[src/rtl/cpu_pkg.sv]
// cpu_pkg: shared types and constants for the EX-stage divide sequencer.
package cpu_pkg;
    typedef enum logic [1:0] {IDLE, BUSY, DONE} div_state_t;
    localparam int DIV_ITER = 32;
    localparam logic [31:0] DIV0_LO = 32'hFFFF_FFFF;
endpackage

[src/rtl/div_step.sv]
// div_step: one combinational restoring-division iteration on {rem, quot}.
module div_step #(
    parameter int DATA_W = 32
) (
    input  logic [DATA_W-1:0] rem_i,
    input  logic [DATA_W-1:0] quot_i,
    input  logic [DATA_W-1:0] divisor_i,
    output logic [DATA_W-1:0] rem_o,
    output logic [DATA_W-1:0] quot_o
);
    logic [DATA_W:0]   sh;
    logic [DATA_W-1:0] diff;
    logic              ge;
    // The shifted remainder needs one extra bit for unsigned divisors >= 2^31.
    assign sh     = {rem_i, quot_i[DATA_W-1]};
    assign ge     = sh >= {1'b0, divisor_i};
    assign diff   = sh[DATA_W-1:0] - divisor_i;
    assign rem_o  = ge ? diff : sh[DATA_W-1:0];
    assign quot_o = {quot_i[DATA_W-2:0], ge};
endmodule

[src/rtl/div_sequencer.sv]
// div_sequencer: multi-cycle DIV/DIVU controller; stalls EX for 33 cycles and
// pulses ready_o with remainder on hi_o and quotient on lo_o.
module div_sequencer
    import cpu_pkg::*;
#(
    parameter int DATA_W = 32
) (
    input  logic              clk_i,
    input  logic              rst_i,
    input  logic              start_i,
    input  logic              signed_i,
    input  logic [DATA_W-1:0] dividend_i,
    input  logic [DATA_W-1:0] divisor_i,
    input  logic              cancel_i,
    output logic              stall_o,
    output logic              ready_o,
    output logic [DATA_W-1:0] hi_o,
    output logic [DATA_W-1:0] lo_o
);
    localparam int CNT_W = $clog2(DIV_ITER);
    div_state_t        state_q;
    logic [CNT_W-1:0]  cnt_q;
    logic [DATA_W-1:0] rem_q, quot_q, dsr_q, hi_q, lo_q;
    logic              negq_q, negr_q;
    logic [DATA_W-1:0] rem_d, quot_d, dvd_abs_d, dsr_abs_d;
    logic              dvd_neg, dsr_neg;
    assign dvd_neg   = signed_i & dividend_i[DATA_W-1];
    assign dsr_neg   = signed_i & divisor_i[DATA_W-1];
    assign dvd_abs_d = dvd_neg ? -dividend_i : dividend_i;
    assign dsr_abs_d = dsr_neg ? -divisor_i : divisor_i;
    div_step #(.DATA_W(DATA_W)) u_step (
        .rem_i     (rem_q),
        .quot_i    (quot_q),
        .divisor_i (dsr_q),
        .rem_o     (rem_d),
        .quot_o    (quot_d)
    );
    always_ff @(posedge clk_i or posedge rst_i) begin
        if (rst_i) begin
            state_q <= IDLE;
            cnt_q   <= '0;
            rem_q   <= '0;
            quot_q  <= '0;
            dsr_q   <= '0;
            negq_q  <= 1'b0;
            negr_q  <= 1'b0;
            hi_q    <= '0;
            lo_q    <= '0;
        end else if (cancel_i) begin
            state_q <= IDLE;
        end else begin
            case (state_q)
                IDLE: if (start_i) begin
                    if (divisor_i != '0) begin
                        rem_q   <= '0;
                        quot_q  <= dvd_abs_d;
                        dsr_q   <= dsr_abs_d;
                        negq_q  <= dvd_neg ^ dsr_neg;
                        negr_q  <= dvd_neg;
                        cnt_q   <= '0;
                        state_q <= BUSY;
                    end else begin
                        lo_q    <= DIV0_LO;
                        hi_q    <= dividend_i;
                        state_q <= DONE;
                    end
                end
                BUSY: begin
                    rem_q  <= rem_d;
                    quot_q <= quot_d;
                    cnt_q  <= cnt_q + 1'b1;
                    if (cnt_q == CNT_W'(DIV_ITER - 1)) begin
                        lo_q    <= negq_q ? -quot_d : quot_d;
                        hi_q    <= negr_q ? -rem_d : rem_d;
                        state_q <= DONE;
                    end
                end
                default: state_q <= IDLE;
            endcase
        end
    end
    assign stall_o = !rst_i && !cancel_i && ((state_q == IDLE && start_i) || state_q == BUSY);
    assign ready_o = state_q == DONE && !cancel_i;
    assign hi_o    = hi_q;
    assign lo_o    = lo_q;
endmodule

[config.mk]
export PLATFORM = sky130hd
export DESIGN_NAME = div_sequencer
export DESIGN_NICKNAME = d
export VERILOG_FILES = /design/src/rtl/cpu_pkg.sv /design/src/rtl/div_step.sv /design/src/rtl/div_sequencer.sv
export SDC_FILE = /design/constraint.sdc
export NUM_CORES = 1
export LEC_CHECK = 0
export ABC_AREA = 0
export CAP_MARGIN = 15
export CORE_MARGIN = 4
export CORE_UTILIZATION = 25
export DETAILED_ROUTE_END_ITERATION = 10
export GPL_TIMING_DRIVEN = 0
export SYNTH_ARGS = -nofsm -noshare
export SYNTH_HDL_FRONTEND = slang
export SYNTH_SLANG_ARGS = --single-unit
[constraint.sdc]
create_clock -name clk_i -period 7.3 [get_ports clk_i]
set_input_delay 0.73 -clock clk_i [delete_from_list [all_inputs] [get_ports clk_i]]
set_output_delay 0.73 -clock clk_i [all_outputs]
set_load 0.1 [all_outputs]
## After elaboration in Yosys (flattened, before gate mapping)

Cells that the tools add are included.

- Register bits: 169
- Input bits: 69
- Output and inout port bits: 66
- Logic and storage cells: 70

- $add $sub $neg: 6
- Magnitude comparators: 1
- Equality and inequality tests: 9
- Mux-type cells: 27
- Bitwise operators: 4
- Reduce and logical (&&, ||, !) cells: 14

Operator list:

| kind | count |
|---|---|
| 2-to-1 mux 32 bit | 15 |
| case mux 32 bit (2 select lines) | 4 |
| negation 32 bit | 4 |
| >= comparator 33 x 32 -> 1 bit | 1 |
| nonzero test 32 bit | 1 |
| subtractor 32 bit | 1 |
| 2-to-1 mux 5 bit | 2 |
| case mux 5 bit (2 select lines) | 1 |
| 2-to-1 mux 2 bit | 4 |
| inequality test 2 bit, second input constant | 4 |
| AND reduction 4 bit | 2 |
| inequality test 3 bit, second input constant | 2 |
| adder 5 x 1 -> 5 bit, second input constant | 1 |
| == test 5 bit, second input constant | 1 |
| AND reduction 5 bit | 1 |
| logical AND 1 bit | 4 |
| case mux 2 bit (2 select lines) | 1 |
| AND 1 bit | 2 |
| == test 2 x 1 -> 1 bit, second input constant | 1 |
| == test 2 bit, second input constant | 1 |
| zero test 1 bit | 2 |
| zero test 2 bit | 1 |
| AND reduction 2 bit | 1 |
| nonzero test 2 bit | 1 |
| 3 further kinds | 3 |

## Logic depth before layout (Yosys ltp)

Gate-level depths: netlist of run 1.

- Depth after elaboration: 6
- Depth in mapped cells: 20
- Depth with buffers taken out: 17

## Hierarchy

Synthesis of run 1 repeated with hierarchy kept, for this count alone.

- Cells, all modules: 1457
- Area, all modules: 12114.1 sq um

By module, submodules not included:

| module | times used | cells each | area an instance (sq um) |
|---|---|---|---|
| div_sequencer | 1 | 1102 | 9542.9 |
| div_step | 1 | 355 | 2571.2 |

## Least setup slack after synthesis of run 1

Ideal clock, no wire load.

- Kind: register -> register
- From: register rem_q[5]
- To: register lo_q[30], in the netlist lo_o[30]
- Setup time: 0.137 ns
- Arrival time: 4.040 ns
- Required time: 7.163 ns
- Setup slack: 3.123 ns
- Cell stages (with the launch flop): 20
- Path buffers: 3
- Path through: dfrtp_1 > ha_1 > buf_2 > a21oi_1 > o21ai_0 > a31o_2 > o311ai_2 > nand2_4 > inv_4 > clkbuf_1 > clkbuf_1 > ha_1 > nand2b_1 > nand2b_1 > nand2b_1 > nand2b_1 > nand2b_1 > o21ai_0 > xor2_1 > a21oi_1

- Longest elaborated chain between the ends: 5

Ends and longest elaborated chain:

| element | line | RTL |
|---|---|---|
| start, declared | div_sequencer.sv:23 | `logic [DATA_W-1:0] rem_q, quot_q, dsr_q, hi_q, lo_q;` |
| start signal, assigned | div_sequencer.sv:69 | `rem_q <= rem_d;` |
| >= comparator 33 x 32 -> 1 bit | div_step.sv:16 | `assign ge = sh >= {1'b0, divisor_i};` |
| negation 32 bit | div_sequencer.sv:73 | `lo_q <= negq_q ? -quot_d : quot_d;` |
| 2-to-1 mux 32 bit | div_sequencer.sv:73 |  |
| 2-to-1 mux 32 bit | div_sequencer.sv:72 | `if (cnt_q == CNT_W'(DIV_ITER - 1)) begin` |
| case mux 32 bit (2 select lines) | div_sequencer.sv:52 | `case (state_q)` |
| end signal, assigned | div_sequencer.sv:73 |  |
| end, declared | div_sequencer.sv:23 |  |

No other way between the ends. The select of a mux whose other input is x is not followed.
A chain may end at the register's enable or synchronous reset.

## Worst setup path in the final report of run 1

- From: register rem_q[11]
- To: register lo_q[30], in the netlist lo_o[30]

The elaborated chain is that of the path after synthesis.

==> impl_metrics.json, run 1 <==
{
  "status": "finished clean",
  "fin_util": 0.312,
  "synth_flop_cell": "dfrtp_1",
  "design_area_sq_um": 15000,
  "grt_busiest_layer": "met2",
  "ir_worst_vdd_mv": 0.166,
  "leakage_nw": 6.11,
  "synth_edf_count": 0,
  "post-cts-setup-buffers": 0,
  "die_h_um": 229,
  "routedWlPerCell_um": 18.7,
  "synthCells": 1535,
  "yosys.area_share.simple": 0.201,
  "power_density_nw_per_um2": 198,
  "syn_nets": 1643,
  "cts_buffers": 17,
  "synthMuxAreaShare": 0.0216,
  "synth_warnings": 0,
  "finalPower_w": 0.00297,
  "overflow": 0,
  "timing.fmax_mhz": 162,
  "dpl-instance-area_sq_um": 14400,
  "finalHoldViolCount": 0,
  "min-delay-start": "dsr_q[31]",
  "firstDrtPassIters": 7,
  "path_depth": 19,
  "rr_startpoint": "rem_q[11]",
  "synthToLayoutAreaGrowth_pct": 22.5,
  "clock_skew_ps": 14.7,
  "cts_hold_buffers": 0,
  "setup_tns_ps": 0,
  "rsz0062_at_grt": "no",
  "slew_violations": 0,
  "worst_pin_slew_ps": 1060,
  "dr_total_vias": 12000,
  "cpMostUsedCell": "nand2b_1",
  "min_period_ps": 6190,
  "synth.area.top_cells": "dfrtp_1 35%, a21oi_1 6.8%, o21ai_0 6.3%",
  "hp-class": "reg2reg",
  "setup_slack_ps": 1110,
  "die-area_sq_um": 52500,
  "clockRootBuffer": "clkbuf_16",
  "netlist_area_sq_um": 12200,
  "synth_compound_area_frac": 0.245,
  "dpl.hpwl_um": 34500,
  "critPathArrivalTime_ps": 6500,
  "htreeDepth": 4,
  "critPathTopFamily": "buffers and inverters",
  "grt_max_degree": 104,
  "use_met1": 0.230,
  "clk_latency_ps": 450,
  "synth_cell_types": 75,
  "worst_setup_path_end_kind": "register",
  "synthAdderAreaFrac": 0.0405,
  "place.gp.congestion": 0.934,
  "cts.sinks": 169,
  "worstSetupPathType": "reg2reg",
  "ant_nets": 0,
  "yosysTopAreaCellShare": 0.346,
  "cpMaxStageDelayCell": "clkbuf_1",
  "clk_pin_slew_ps": 80,
  "synth_top_family_by_area": "compound AO/OA/AOI/OAI gates",
  "start_kind": "register",
  "fp.dieW_um": 229,
  "nets": 1797,
  "synth_xor_area_frac": 0.0953,
  "startpoint": "rem_q[11]",
  "cp_max_fo": 10,
  "drt-initial-drc-count": 1089,
  "drive_gt1_frac": 0.0611,
  "cts_resized": 0,
  "min_path_cells": 2,
  "pre_cts_ws_ps": 1280,
  "antenna_found_initial": 0,
  "use_met3": 0.0241,
  "path_cells": "ha_1, buf_2, a21oi_1, o21ai_1, and2_1, o311ai_2, nand2_4, inv_4, clkbuf_1, clkbuf_1, ha_1, nand2b_1, nand2b_1, nand2b_1, nand2b_1, nand2b_1, o21ai_0, xor2_1, a21oi_1",
  "use_met2": 0.263,
  "synth_area_per_cell_sq_um": 7.97,
  "ys_async_sr_fraction": 1.00,
  "boundaryPins": 135,
  "netlist_top_cells_count": "180 x nand2_1, 177 x nor2_1, 169 x dfrtp_1",
  "initial_utilization": 0.255,
  "rows": 80,
  "ys_ff_latch": 169,
  "ys_seq_area_frac": 0.346,
  "drt_wl_total_um": 43400,
  "gr-usage-all-layers": 0.162,
  "yosysMostFrequentCell": "nand2_1",
  "slew_headroom": 0.284,
  "fin_crit_sh": 0.848,
  "path_buf_inv": 4,
  "r2r.worst_path.cells": 19,
  "grt_pass1_vias": 11500,
  "setup_viol": 0,
  "grt_pass1_wl_um": 67800,
  "portBuffers": 134,
  "cts_tree": "done",
  "maxCapViolations": 0,
  "max_stage_delay_ps": 780,
  "n_antenna_cell": 0,
  "via_per_inst": 5.17,
  "drc": 0,
  "clock_path_buffers": 2,
  "core_area_sq_um": 48000,
  "cp.required_ps": 7610,
  "synth_largest_area_cell": "dfrtp_1"
}
stage by stage:
step / hold slack (ps) / instances
finish: 490 / 2317
global placement: 466 / 2284
detailed placement: 475 / 2285
floorplan: 450 / 1535
CTS: 492 / 2317
global route: 524 / 2317
cell usage in the layout (no fill, tap or decap), types with 9 or more instances in the layout:
cell / Yosys / final
and2_1: 9 / 9
xor2_1: 81 / 81
or4_1: 13 / 13
mux2i_1: 23 / 23
inv_1: 55 / 54
ha_1: 38 / 38
clkbuf_16: 0 / 17
a21o_1: 12 / 12
a31oi_1: 20 / 20
a21oi_1: 165 / 165
or3_1: 20 / 20
nand2_1: 180 / 180
dfrtp_1: 169 / 169
nor2_1: 177 / 177
clkbuf_1: 48 / 48
xnor2_1: 52 / 52
nand2b_1: 14 / 14
clkdlybuf4s50_1: 0 / 134
nand3_1: 18 / 18
nand4_1: 14 / 14
a211oi_1: 11 / 11
buf_2: 40 / 40
o41ai_1: 10 / 10
nor3_1: 33 / 33
o31ai_1: 28 / 28
nor4_1: 16 / 16
o211ai_1: 11 / 11
and3_1: 9 / 9
o21ai_0: 153 / 153
routing by layer:
layer | wire length [um] | share of wire | vias to the layer above
met1 | 20100 | 0.46 | 5736
met4 | 645 | 0.015 | 0
li1 | - | - | 5769
met2 | 20000 | 0.46 | 428
met5 | 0 | 0 | -
met3 | 2680 | 0.062 | 36
kinds of logic after synthesis:
logic type | Yosys count
buffers and inverters | 149
and+or+nand+nor | 533
adders and majority gates | 39
DFF | 169
muxes | 26
AOI/OAI and AO/OA | 486
xor gates and xnor gates | 133
final timing paths:
check                             to  slack, ps
setup / recovery            lo_o[30]       1110
hold / removal             dsr_q[31]        490
setup reg to reg            lo_o[30]       1110
hold reg to reg            dsr_q[31]        490
max in group asynchronous  quot_q[5]       5660
min in group asynchronous   hi_o[27]        750
tightest hold or removal path, cell delays in order, from the launching register on:
cell and delay [ps]:
dfrtp_1 350, nand2_1 50, o21ai_0 60
area by class of cell:
type | instances | area, sq um
buffer | 93 | 412
clock buffer | 17 | 425
clock inverter | 15 | 176
fill | 5096 | 33100
inverter | 56 | 220
multi-input combinational | 1217 | 7380
sequential | 169 | 4230
tap | 615 | 769
timing repair buffer | 135 | 1370
state kept, by name, indices dropped and copies added, names as in the netlist:
name,count
dsr_q,32
hi_o,32
lo_o,32
quot_q,32
rem_q,32
cnt_q,5
state_q,2
negq_q,1
negr_q,1
power by group:
part           internal (W)  switching [W]
combinational      0.000309       0.000604
clock              0.000492       0.000467
sequential          0.00102      0.0000781
(Power assumes the default switching activity.)
==> run 2, diff against run 1 <==
==> constraint.sdc (replaced) <==
create_clock -name clk_i -period 6 [get_ports clk_i]
set_input_delay 0.6 -clock clk_i [delete_from_list [all_inputs] [get_ports clk_i]]
set_output_delay 0.6 -clock clk_i [all_outputs]
set_load 0.1 [all_outputs]
==> impl_metrics.json, run 2 (synthesis gave the netlist of run 1 again) <==
{
  "clk_latency_ps": 460,
  "cts.sinks": 169,
  "clock_path_buffers": 2,
  "p_comb_frac": 0.307,
  "dpl.hpwl_um": 34500,
  "cpMostUsedCell": "o21ai_0",
  "cts_tree": "done",
  "final_common_cell": "nand2_1",
  "worst_pin_slew_ps": 1140,
  "clockRootBuffer": "clkbuf_16",
  "cp.required_ps": 6360,
  "slew_headroom": 0.230,
  "clock_skew_ps": 17.0,
  "ant_nets": 0,
  "antenna_found_initial": 0,
  "leakage_nw": 6.11,
  "critPathTopFamily": "compound AO/OA/AOI/OAI gates",
  "power.share.clock": 0.324,
  "pwr-share-seq": 0.370,
  "setup_tns_ps": 0,
  "clk_pin_slew_ps": 80,
  "cts_buffers": 17,
  "die-area_sq_um": 52500,
  "path_cells": "ha_1, buf_2, a21oi_1, o21ai_0, a31o_2, o311ai_2, nand2_4, buf_2, buf_1, clkbuf_2, o21ai_0, ha_1, o21ai_0, a21oi_1, nand3_1, o41ai_2, xnor2_1, a211oi_1",
  "start_kind": "register",
  "drt_wl_total_um": 43200,
  "synthToLayoutAreaGrowth_pct": 22.5,
  "rr_startpoint": "rem_q[15]",
  "maxCapViolations": 0,
  "rsz0062_at_grt": "no",
  "switching_share": 0.387,
  "worstSetupPathType": "reg2reg",
  "path_buf_inv": 4,
  "hold_slack_ps": 490,
  "gr-usage-all-layers": 0.162,
  "multi_input_area_sq_um": 7380,
  "slew_violations": 0,
  "worst_setup_path_end_kind": "register",
  "timing.fmax_mhz": 175,
  "n_antenna_cell": 0,
  "fin_util": 0.312,
  "startpoint": "rem_q[15]",
  "ir_worst_vdd_mv": 0.206,
  "fp.dieW_um": 229,
  "via_per_inst": 5.18,
  "hp-class": "reg2reg",
  "final_cell_mix": "180 x nand2_1, 177 x nor2_1, 169 x dfrtp_1, 165 x a21oi_1, 153 x o21ai_0",
  "boundaryPins": 135,
  "max_stage_delay_ps": 540,
  "fin_crit_sh": 0.954,
  "die_h_um": 229,
  "finalHoldViolCount": 0,
  "drt-initial-drc-count": 1050,
  "fillerInstances": 5096,
  "min_period_ps": 5720,
  "drc": 0,
  "rows": 80,
  "cpMaxStageDelayCell": "o311ai_2",
  "reg2reg_slack_ps": 280,
  "nets": 1796,
  "grt_pass1_wl_um": 67800,
  "setup_viol": 0,
  "grt_pass1_vias": 11500,
  "routedWlPerCell_um": 18.7,
  "p_int_w": 0.00222,
  "drive_gt1_frac": 0.0623,
  "firstDrtPassIters": 5,
  "min-delay-start": "dsr_q[31]",
  "power_density_nw_per_um2": 242,
  "seq_area_sq_um": 4230,
  "core_area_sq_um": 48000,
  "place.gp.congestion": 0.934,
  "htreeDepth": 4,
  "grt_max_degree": 104,
  "dr_total_vias": 12000,
  "status": "finished clean",
  "cp_max_fo": 10,
  "portBuffers": 134,
  "initial_utilization": 0.255,
  "switchingPower_w": 0.00140,
  "critPathArrivalTime_ps": 6080,
  "overflow": 0
}
## run 2: layout make-up
cell class / instances / area share
Buffer: 92 / 0.0274
Multi-Input combinational cell: 1217 / 0.493
Clock buffer: 17 / 0.0284
Inverter: 56 / 0.0147
Sequential cell: 169 / 0.282
Timing Repair Buffer: 135 / 0.0914
Tap cell: 615 / 0.0514
Clock inverter: 15 / 0.0118
## run 2: worst min-delay path: stages (launching register included)
cell and delay (ps):
dfrtp_1 350, nand2_1 50, o21ai_0 60
## run 2: through the flow
| step | instances | area, sq um | power [W] | worst slack (ps) |
|---|---|---|---|---|
| floorplan | 1535 | 12200 | 0.00212 | 825 |
| global placement | 2284 | 14300 | 0.00243 | -1550 |
| detailed placement | 2285 | 14400 | 0.00246 | -16.7 |
| CTS | 2317 | 15000 | 0.00363 | 283 |
| global route | 2316 | 15000 | 0.00381 | 56.2 |
| finish | 2316 | 15000 | 0.00362 | 279 |
## run 2: path summary, 6_finish.rpt
path | cells past startpoint | to
min reg2reg | 2 | dsr_q[31]
min | 2 | dsr_q[31]
min in group asynchronous | 2 | hi_o[27]
max reg2reg | 18 | hi_o[30]
max in group asynchronous | 3 | quot_q[5]
max | 18 | hi_o[30]
## run 2: timing repair
| action | CTS | global route |
|---|---|---|
| endpoints found under the setup margin | 2 | 6 |
| resized for setup | 1 | 2 |
| setup buffers | 0 | 0 |
| hold buffers | 0 | 0 |
## run 2: power groups by stage
stage / sequential, W / clock [W] / combinational, W
floorplan: 0.00146 / 0 / 0.000658
global placement: 0.00136 / 0 / 0.00108
CTS: 0.00133 / 0.00119 / 0.00110
detailed placement: 0.00136 / 0 / 0.00110
finish: 0.00134 / 0.00117 / 0.00111
global route: 0.00135 / 0.00124 / 0.00122
## run 2: layer usage
| metal | routed length (um) | GRT usage | vias up |
|---|---|---|---|
| li1 | - | - | 5767 |
| met1 | 20100 | 0.230 | 5743 |
| met2 | 19900 | 0.263 | 453 |
| met3 | 2570 | 0.0241 | 36 |
| met4 | 643 | 0.0316 | 0 |
| met5 | 0 | 0 | - |
